$ cat src/rtl/sap_ctrl_pkg.sv
// Shared constants for the SAP-1 microsequencer: opcodes, control-word bit
// positions and the fixed microstep words used by the decoder.
package sap_ctrl_pkg;

  localparam int CW_W          = 12;
  localparam int MIN_T_STATES  = 6;
  localparam int MIN_OPCODE_W  = 4;

  // Control-word bit positions, MSB first: CP EP LM CE LI EI LA EA SU EU LB LO
  localparam int CW_CP = 11;
  localparam int CW_EP = 10;
  localparam int CW_LM = 9;
  localparam int CW_CE = 8;
  localparam int CW_LI = 7;
  localparam int CW_EI = 6;
  localparam int CW_LA = 5;
  localparam int CW_EA = 4;
  localparam int CW_SU = 3;
  localparam int CW_EU = 2;
  localparam int CW_LB = 1;
  localparam int CW_LO = 0;

  typedef logic [CW_W-1:0] cw_t;

  typedef enum logic [3:0] {
    OP_LDA = 4'h0,
    OP_ADD = 4'h1,
    OP_SUB = 4'h2,
    OP_OUT = 4'hE,
    OP_HLT = 4'hF
  } opcode_e;

  // Build a control word with a single asserted bit
  function automatic cw_t cw_bit(input int idx);
    cw_t r;
    r      = '0;
    r[idx] = 1'b1;
    return r;
  endfunction

  // Fetch cycle, identical for every opcode
  localparam cw_t CW_T1 = cw_bit(CW_EP) | cw_bit(CW_LM);   // PC -> MAR
  localparam cw_t CW_T2 = cw_bit(CW_CP);                   // PC++
  localparam cw_t CW_T3 = cw_bit(CW_CE) | cw_bit(CW_LI);   // RAM -> IR

  // Execute microsteps
  localparam cw_t CW_OPERAND_ADDR = cw_bit(CW_EI) | cw_bit(CW_LM);                  // IR addr -> MAR
  localparam cw_t CW_LDA_T5       = cw_bit(CW_CE) | cw_bit(CW_LA);                  // RAM -> A
  localparam cw_t CW_ALU_T5       = cw_bit(CW_CE) | cw_bit(CW_LB);                  // RAM -> B
  localparam cw_t CW_ADD_T6       = cw_bit(CW_EU) | cw_bit(CW_LA);                  // A+B -> A
  localparam cw_t CW_SUB_T6       = cw_bit(CW_SU) | cw_bit(CW_EU) | cw_bit(CW_LA);  // A-B -> A
  localparam cw_t CW_OUT_T4       = cw_bit(CW_EA) | cw_bit(CW_LO);                  // A -> OUT

endpackage

$ cat src/rtl/ring_counter.sv
// One-hot ring counter used as the T-state generator. Advances on the
// falling edge so the decoded control word is settled before the datapath's
// rising edge. restart wins over rotation and reloads the first state.
module ring_counter #(
  parameter int N = 6
) (
  input  logic         clk,
  input  logic         rst,
  input  logic         adv,
  input  logic         restart,
  output logic [N-1:0] q
);

  localparam logic [N-1:0] FIRST = {{(N-1){1'b0}}, 1'b1};

  logic [N-1:0] q_q;
  logic [N-1:0] q_d;

  // Next ring position: reload, rotate left, or hold
  always_comb begin
    q_d = q_q;
    if (restart) begin
      q_d = FIRST;
    end else if (adv) begin
      q_d = {q_q[N-2:0], q_q[N-1]};
    end
  end

  // Ring register, falling-edge clocked with async reset to the first state
  always_ff @(negedge clk or posedge rst) begin
    if (rst) begin
      q_q <= FIRST;
    end else begin
      q_q <= q_d;
    end
  end

  assign q = q_q;

endmodule

$ cat src/rtl/microseq_controller.sv
// SAP-1 control sequencer: ring-counter T-state generator plus opcode/T-state
// decode into the 12-bit control word, with optional early instruction end,
// a sticky halt flag and run/single-step gating.
module microseq_controller
  import sap_ctrl_pkg::*;
#(
  parameter int T_STATES  = 6,
  parameter int OPCODE_W  = 4,
  parameter int EARLY_END = 1
) (
  input  logic                clk,
  input  logic                rst,
  input  logic                run,
  input  logic                step,
  input  logic [OPCODE_W-1:0] opcode,
  output logic [CW_W-1:0]     cw_bus,
  output logic [T_STATES-1:0] t_state,
  output logic                instr_done,
  output logic                halted
);

  localparam bit EARLY = (EARLY_END != 0);

  // Elaboration-time parameter sanity checks
  if (T_STATES < MIN_T_STATES) begin : g_bad_t_states
    $error("microseq_controller: T_STATES must be >= 6");
  end
  if (OPCODE_W < MIN_OPCODE_W) begin : g_bad_opcode_w
    $error("microseq_controller: OPCODE_W must be >= 4");
  end

  // Any set bit above the 4-bit opcode field turns the instruction into a NOP
  logic op_hi_nz;
  if (OPCODE_W > 4) begin : g_op_wide
    assign op_hi_nz = |opcode[OPCODE_W-1:4];
  end else begin : g_op_narrow
    assign op_hi_nz = 1'b0;
  end

  logic [3:0] op_lo;
  logic       is_lda, is_add, is_sub, is_out, is_hlt, is_nop;

  assign op_lo  = opcode[3:0];
  assign is_lda = !op_hi_nz && (op_lo == OP_LDA);
  assign is_add = !op_hi_nz && (op_lo == OP_ADD);
  assign is_sub = !op_hi_nz && (op_lo == OP_SUB);
  assign is_out = !op_hi_nz && (op_lo == OP_OUT);
  assign is_hlt = !op_hi_nz && (op_lo == OP_HLT);
  assign is_nop = !(is_lda || is_add || is_sub || is_out || is_hlt);

  logic                halted_q;
  logic                halted_d;
  logic [T_STATES-1:0] t_q;
  logic                adv;
  logic                halt_now;
  logic                ring_adv;
  logic                restart;
  logic [CW_W-1:0]     cw_c;
  logic                last_c;

  // A halt freezes the ring at T4, so the ring must not also advance then
  assign adv      = !halted_q && (run || step);
  assign halt_now = adv && t_q[3] && is_hlt;
  assign ring_adv = adv && !halt_now;
  assign restart  = ring_adv && EARLY && instr_done;

  ring_counter #(
    .N (T_STATES)
  ) u_ring (
    .clk     (clk),
    .rst     (rst),
    .adv     (ring_adv),
    .restart (restart),
    .q       (t_q)
  );

  // Halt flag register: sticky until reset, updated with the ring
  always_ff @(negedge clk or posedge rst) begin
    if (rst) begin
      halted_q <= 1'b0;
    end else begin
      halted_q <= halted_d;
    end
  end

  // Halt flag next state
  always_comb begin
    halted_d = halted_q | halt_now;
  end

  // Microstep decode: control word and last-active-step flag for the live opcode
  always_comb begin
    cw_c   = '0;
    last_c = 1'b0;
    if (t_q[0]) begin
      cw_c = CW_T1;
    end
    if (t_q[1]) begin
      cw_c = CW_T2;
    end
    if (t_q[2]) begin
      cw_c   = CW_T3;
      last_c = is_nop;
    end
    if (t_q[3]) begin
      if (is_lda || is_add || is_sub) begin
        cw_c = CW_OPERAND_ADDR;
      end else if (is_out) begin
        cw_c = CW_OUT_T4;
      end
      last_c = is_out || is_hlt;
    end
    if (t_q[4]) begin
      if (is_lda) begin
        cw_c = CW_LDA_T5;
      end else if (is_add || is_sub) begin
        cw_c = CW_ALU_T5;
      end
      last_c = is_lda;
    end
    if (t_q[5]) begin
      if (is_add) begin
        cw_c = CW_ADD_T6;
      end else if (is_sub) begin
        cw_c = CW_SUB_T6;
      end
      last_c = is_add || is_sub;
    end
  end

  // Outputs: everything is quiet once halted
  always_comb begin
    cw_bus     = '0;
    instr_done = 1'b0;
    if (!halted_q) begin
      cw_bus     = cw_c;
      instr_done = EARLY ? last_c : t_q[T_STATES-1];
    end
  end

  assign t_state = t_q;
  assign halted  = halted_q;

endmodule

$ cat config.mk
export PLATFORM = sky130hd
export DESIGN_NAME = microseq_controller
export DESIGN_NICKNAME = d
export VERILOG_FILES = /design/src/rtl/sap_ctrl_pkg.sv /design/src/rtl/ring_counter.sv /design/src/rtl/microseq_controller.sv
export SDC_FILE = /design/constraint.sdc
export NUM_CORES = 1
export LEC_CHECK = 0
export CAP_MARGIN = 20
export CORE_UTILIZATION = 44
export DETAILED_ROUTE_END_ITERATION = 8
export GPL_TIMING_DRIVEN = 1
export PLACE_DENSITY = 0.9
export SYNTH_ARGS = -nofsm -noshare
export SYNTH_HDL_FRONTEND = slang
export SYNTH_SLANG_ARGS = --single-unit
$ cat constraint.sdc
create_clock -name clk -period 5.6 [get_ports clk]
set_input_delay 1.12 -clock clk [delete_from_list [all_inputs] [get_ports clk]]
set_output_delay 1.12 -clock clk [all_outputs]
set_load 0.02 [all_outputs]
==> results of run 1 <==
[cells in the mapped netlist, drive strengths merged (2+ instances only)]
master	n
a21oi	7
buf	5
clkbuf	2
dfrtn	6
inv	3
mux2i	6
nand2	6
nand3	4
nor2	7
nor3b	2
o21ai	2
[logic make-up after synthesis]
kind of cell | count (synthesis) | synth area share (%)
buffers and inverters | 11 | 11.0
AND/OR/NAND/NOR | 30 | 26.2
XOR/XNOR | 1 | 1.37
flip-flops | 7 | 27.6
multiplexers | 6 | 9.39
AO/OA/AOI/OAI | 19 | 24.5
[flip-flops by register name, indices dropped and copies added (netlist names)]
register and cells:
halted 1, u_ring.q 6
[worst max-delay path, delay by kind of cell (launching register included)]
kind	cells	cell delay (ns)
and+or+nand+nor	4	0.56
DFF	1	0.47
buffers and inverters	1	0.31
[worst max path at each step]
stage                             to         from  cells after the start
after detailed placement  instr_done  u_ring.q[3]                      5
after global routing      cw_bus[10]  u_ring.q[5]                      5
after floorplan           cw_bus[11]       halted                      4
after CTS                  cw_bus[9]  u_ring.q[5]                      5
after global placement    instr_done  u_ring.q[3]                      5
final                      cw_bus[7]  u_ring.q[3]                      5
[layout make-up]
class                   instances  area (um2)  share of cell area, %
inverters                       2        7.51                  0.733
clock inverters                 1        3.75                  0.367
repair buffers                 46         382                   37.3
flip-flops and latches          7         176                   17.2
clock buffers                   4        26.3                   2.57
multi-input cells              56         409                   40.0
well taps                      15        18.8                   1.83
[per-stage QoR]
step | setup WS [ns] | cell area, um2 | hold slack (ns) | power (mW) | utilization (%)
after floorplan | 0.0595 | 647 | 0.635 | 0.304 | -
after global placement | -0.0860 | 1020 | 0.565 | 0.461 | 76.5
after detailed placement | -0.146 | 1020 | 0.608 | 0.472 | 76.5
after CTS | 0.00572 | 1040 | 0.614 | 0.511 | 78.0
after global routing | 0.00158 | 1020 | 0.634 | 0.541 | 76.7
final | 0.0717 | 1020 | 0.602 | 0.509 | 76.7
[report_power, final]
group,switching [mW],internal [mW],leakage [nW]
clock network,0.0208,0.0282,0.0203
logic,0.182,0.173,0.400
registers,0.0264,0.0786,0.0861
[routing by layer]
layer	up-vias	GRT usage (%)	part of all wire (%)	wire length (um)
li1	350	-	-	-
met4	0	13.8	1.4	27
met5	-	0	0	0
met3	5	7.22	4.3	85
met2	23	44.0	49	963
met1	350	33.0	45	882
[timing repair]
item                                    4_1_cts  5_1_grt
pin swaps                                     0        0
gates resized for setup                      19       11
endpoints found under the setup margin       12        9
==> metrics.txt, run 1 <==
status complete, no violations; Layout area overhead 60.1%; vias per cell 5.56; Placer Congestion 0.807; initial antenna violation count 0; routed length per instance 14.9 um; die span in y 40.1 um; hold depth 2; synthesized area per cell 8.64 um2; Pre-antenna DRT Iters 4; DR iter-0 viols 16; Worst R2R Start u_ring.q[3]; Non-Filler Instances 131; startpoint types flip-flop; dpl cells 127; CP max stage delay 0.47 ns; Tightest Pin Transition 0.442 ns; total number of vias 728; Post-Syn Instances 74; Crit-path slowest cell dfrtn_1; Setup TNS 0 ns; Synth Cell Area 639 um2; GRT overflow 0; relative slew slack 70.3%; RSZ-0062 raised after global routing no; DR DRC count 0; Initial Utilization 47.9%; TritonCTS clock tree built; Final Setup Violations 0; Worst EP required 4.48 ns; diode count 0; postcts setup bufs 0; first-pass GRT wire length 2860 um; leading cell type in the layout, fill and taps excluded buf_4; max cap viols 0; CTS Hold Bufs 0; Worst-path clk slew 0.04 ns; Pleak 0.506 nW; Final Hold Fails 0; DRT Wirelength 1960 um; CTS max path bufs 2; crit path kind flip-flop to primary output; flop2flop setup slack 4.04 ns; core footprint 0.00133 mm2; Post-synth ARST share 100%; vias in the first global route 670; final net count 125; Arr. time, crit path 4.41 ns; CP cell instances and3_4, nand2_1, nand3_1, nor2_1, dlygate4sd2_1; TritonCTS Buffers 3; R2R cell count 5; Final Max Tran Viols 0; H-Tree Depth 1; Netlist cell types 38; most frequent cells in the layout 19 x buf_4, 14 x clkdlybuf4s50_1, 7 x nor2_1, 7 x a21oi_1, 7 x dlygate4sd2_1; top-area cell type share of the netlist area 23.5%; top cells by area, synth dfrtn_1 23%, mux2i_1 9.4%, a21oi_1 5.5%, a311oi_4 4.1%, dfstp_2 4.1%; Hold Path Sink u_ring.q[1]; Max VDD drop 0.363 mV; pwr dens 497 mW/mm2; Seq/Total Area, Yosys 27.6%; FF+latch count, synth 7; Worst Skew 0.0455 ns; final antenna-violating net count 0; Ys Warns 0; Worst R2R End u_ring.q[3]; share of post-route cells with drive strength above 1 31.0%; EDFF count, synth 0; Net Count, Synth 82; clock root buffer clkbuf_4; number of fill cells 101; die outline area 0.00161 mm2; row count 13; Post-DP HPWL 1540 um; GRT Total Usage 27.3%; I/O Buffers 27; most common flop cell mapped by yosys dfrtn_1; min-delay src u_ring.q[1]; TritonCTS Sinks 7; clk_lat worst skew 0.31 ns; Worst Hold Class flip-flop to flip-flop; Die X 40.1 um; number of I/O pins 28; Crit. End Element primary output; Max FO, Critical Path 5; pin count of the biggest net entering global routing 10; post-synth top area cell dfrtn_1
Power figures use the tool's default switching activity.
==> inputs of run 2 (changes only) <==
--- a/config.mk
+++ b/config.mk
@@ -6,10 +6,13 @@
 export NUM_CORES = 1
 export LEC_CHECK = 0
 export CAP_MARGIN = 20
-export CORE_UTILIZATION = 44
+export CELL_PAD_IN_SITES_DETAIL_PLACEMENT = 1
+export CELL_PAD_IN_SITES_GLOBAL_PLACEMENT = 1
+export CORE_ASPECT_RATIO = 0.75
+export CORE_UTILIZATION = 31
 export DETAILED_ROUTE_END_ITERATION = 8
 export GPL_TIMING_DRIVEN = 1
-export PLACE_DENSITY = 0.9
+export PLACE_DENSITY = 0.87
 export SYNTH_ARGS = -nofsm -noshare
 export SYNTH_HDL_FRONTEND = slang
 export SYNTH_SLANG_ARGS = --single-unit
==> run 2 against run 1 <==
Compared with the run above: count of clock-buffer cells in the layout is 1 lower; register-to-register slack worse by 0.06 ns; die area is 40% higher; clock skew is 0.0017 ns lower; final cell count is 4.6% higher; worst hold slack better by 0.0067 ns; non-clock buffer count is 1 lower; final area stayed put; critical path type unchanged; first-iteration DRC count stayed put; wire length is 23% higher.
==> metrics.txt, run 2 (synthesis gave the netlist of run 1 again) <==
GRT Total Usage 25.0% (was 27.3%); final net count 124 (was 125); Pre-antenna DRT Iters 6 (was 4); vias in the first global route 793 (was 670); die outline area 0.00225 mm2 (was 0.00161 mm2); status complete, no violations (unchanged); diode count 0 (unchanged); TritonCTS Buffers 3 (unchanged); max reg flops 6 (unchanged); Pleak 0.501 nW (was 0.506 nW); startpoint types flip-flop (unchanged); DR DRC count 0 (unchanged); Final Max Tran Viols 0 (unchanged); DRT Wirelength 2400 um (was 1960 um); Final Hold Fails 0 (unchanged); most frequent cells in the layout 18 x buf_4, 14 x clkdlybuf4s50_1, 7 x nor2_1, 7 x a21oi_1 (was 19 x buf_4, 14 x clkdlybuf4s50_1, 7 x nor2_1, 7 x a21oi_1, 7 x dlygate4sd2_1); Final Setup Violations 0 (unchanged); core footprint 0.00184 mm2 (was 0.00133 mm2); Tightest Pin Transition 0.340 ns (was 0.442 ns); Max VDD drop 0.339 mV (was 0.363 mV); Gate power share 71.5% (was 69.7%); total number of vias 749 (was 728); RSZ-0062 raised after global routing no (unchanged); GRT overflow 0 (unchanged); Sw Ratio 46.5% (was 45.1%); final antenna-violating net count 0 (unchanged); leading cell type in the layout, fill and taps excluded buf_4 (unchanged); DR iter-0 viols 16 (unchanged); sequential share of power 19.4% (was 20.6%); crit path kind flip-flop to primary output (unchanged); hold slack final 0.609 ns (was 0.602 ns); initial antenna violation count 0 (unchanged); CTS max path bufs 2 (unchanged); pwr dens 505 mW/mm2 (was 497 mW/mm2); NetSw 0.240 mW (was 0.229 mW); Worst EP required 4.48 ns (about the same); Worst-path clk slew 0.04 ns (about the same); routed length per instance 17.5 um (was 14.9 um); die span in y 41.3 um (was 40.1 um); Worst Skew 0.0439 ns (was 0.0455 ns); row count 13 (unchanged); TritonCTS clock tree built (unchanged); Worst Hold Class flip-flop to flip-flop (unchanged); vias per cell 5.47 (was 5.56); max cap viols 0 (unchanged); first-pass GRT wire length 3800 um (was 2860 um); Clk pwr share 9.1% (was 9.6%); H-Tree Depth 1 (unchanged); Post-DP HPWL 1920 um (was 1540 um); clock root buffer clkbuf_4 (unchanged); pin count of the biggest net entering global routing 10 (unchanged); clk_lat worst skew 0.30 ns (was 0.31 ns); Pint 0.277 mW (was 0.280 mW); Layout area overhead 60.1% (unchanged); number of I/O pins 28 (unchanged); relative slew slack 77.2% (was 70.3%); Initial Utilization 34.8% (was 47.9%); Arr. time, crit path 4.44 ns (was 4.41 ns); I/O Buffers 27 (unchanged); Crit. End Element primary output (unchanged); TritonCTS Sinks 7 (unchanged); Setup TNS 0 ns (unchanged); share of post-route cells with drive strength above 1 29.6% (was 31.0%); Max FO, Critical Path 5 (unchanged); Die X 54.4 um (was 40.1 um); postcts setup bufs 0 (unchanged); Placer Congestion 0.882 (was 0.807); number of fill cells 246 (was 101)
-- run 2: power groups by stage --
stage	Sequential (mW)	Clock (mW)	Combinational, mW
final	0.100	0.0469	0.369
after detailed placement	0.0998	0.00223	0.382
after floorplan	0.124	0.00223	0.178
after global routing	0.103	0.0525	0.394
after CTS	0.0996	0.0480	0.373
after global placement	0.0959	0.00223	0.367
-- run 2: timing repair --
item | CTS | global route
pin swaps | 0 | 1
hold buffers | 0 | 0
gates resized for setup | 19 | 15
setup endpoints to repair | 12 | 9
-- run 2: final timing paths --
path                              from     endpoint  slack (ns)  cells past startpoint
setup / recovery           u_ring.q[5]    cw_bus[1]        0.04                      4
hold / removal             u_ring.q[0]  u_ring.q[0]        0.61                      1
setup reg to reg           u_ring.q[3]  u_ring.q[1]        3.98                      5
hold reg to reg            u_ring.q[0]  u_ring.q[0]        0.61                      1
max in group asynchronous          rst  u_ring.q[0]        1.46                      2
min in group asynchronous          rst  u_ring.q[4]        3.79                      2
-- run 2: layer usage --
layer  vias to the layer above  share of wire [%]  GRT usage [%]
met5                         -                  0              0
met1                       372                 46           31.9
met2                        30                 48           44.2
li1                        347                  -              -
met3                         0                6.6           6.88
met4                         0                  0           1.92
-- run 2: layout make-up --
| type | instances | area [um2] | share of cell area (%) |
|---|---|---|---|
| flip-flops and latches | 7 | 176 | 17.2 |
| clock inverters | 2 | 7.51 | 0.733 |
| well taps | 22 | 27.5 | 2.69 |
| clock buffers | 3 | 22.5 | 2.20 |
| repair buffers | 45 | 377 | 36.8 |
| inverters | 2 | 7.51 | 0.733 |
| multi-input cells | 56 | 405 | 39.6 |
-- run 2: worst max-delay path, stage by stage, from the launching register on --
cell and delay [ns]:
dfrtn_1 0.38, buf_4 0.15, buf_4 0.15, nor4b_1 0.33
dlygate4sd1_1 0.38
-- run 2: through the flow --
| step | cells | total power [mW] | setup slack, ns | instance area, um2 | util [%] |
|---|---|---|---|---|---|
| after floorplan | 74 | 0.304 | 0.0595 | 647 | - |
| after global placement | 133 | 0.466 | -0.0460 | 1020 | 55.5 |
| after detailed placement | 133 | 0.484 | -0.110 | 1020 | 55.5 |
| after CTS | 137 | 0.521 | -0.0249 | 1040 | 56.5 |
| after global routing | 137 | 0.550 | 0.00197 | 1020 | 55.7 |
| final | 137 | 0.517 | 0.0351 | 1020 | 55.7 |
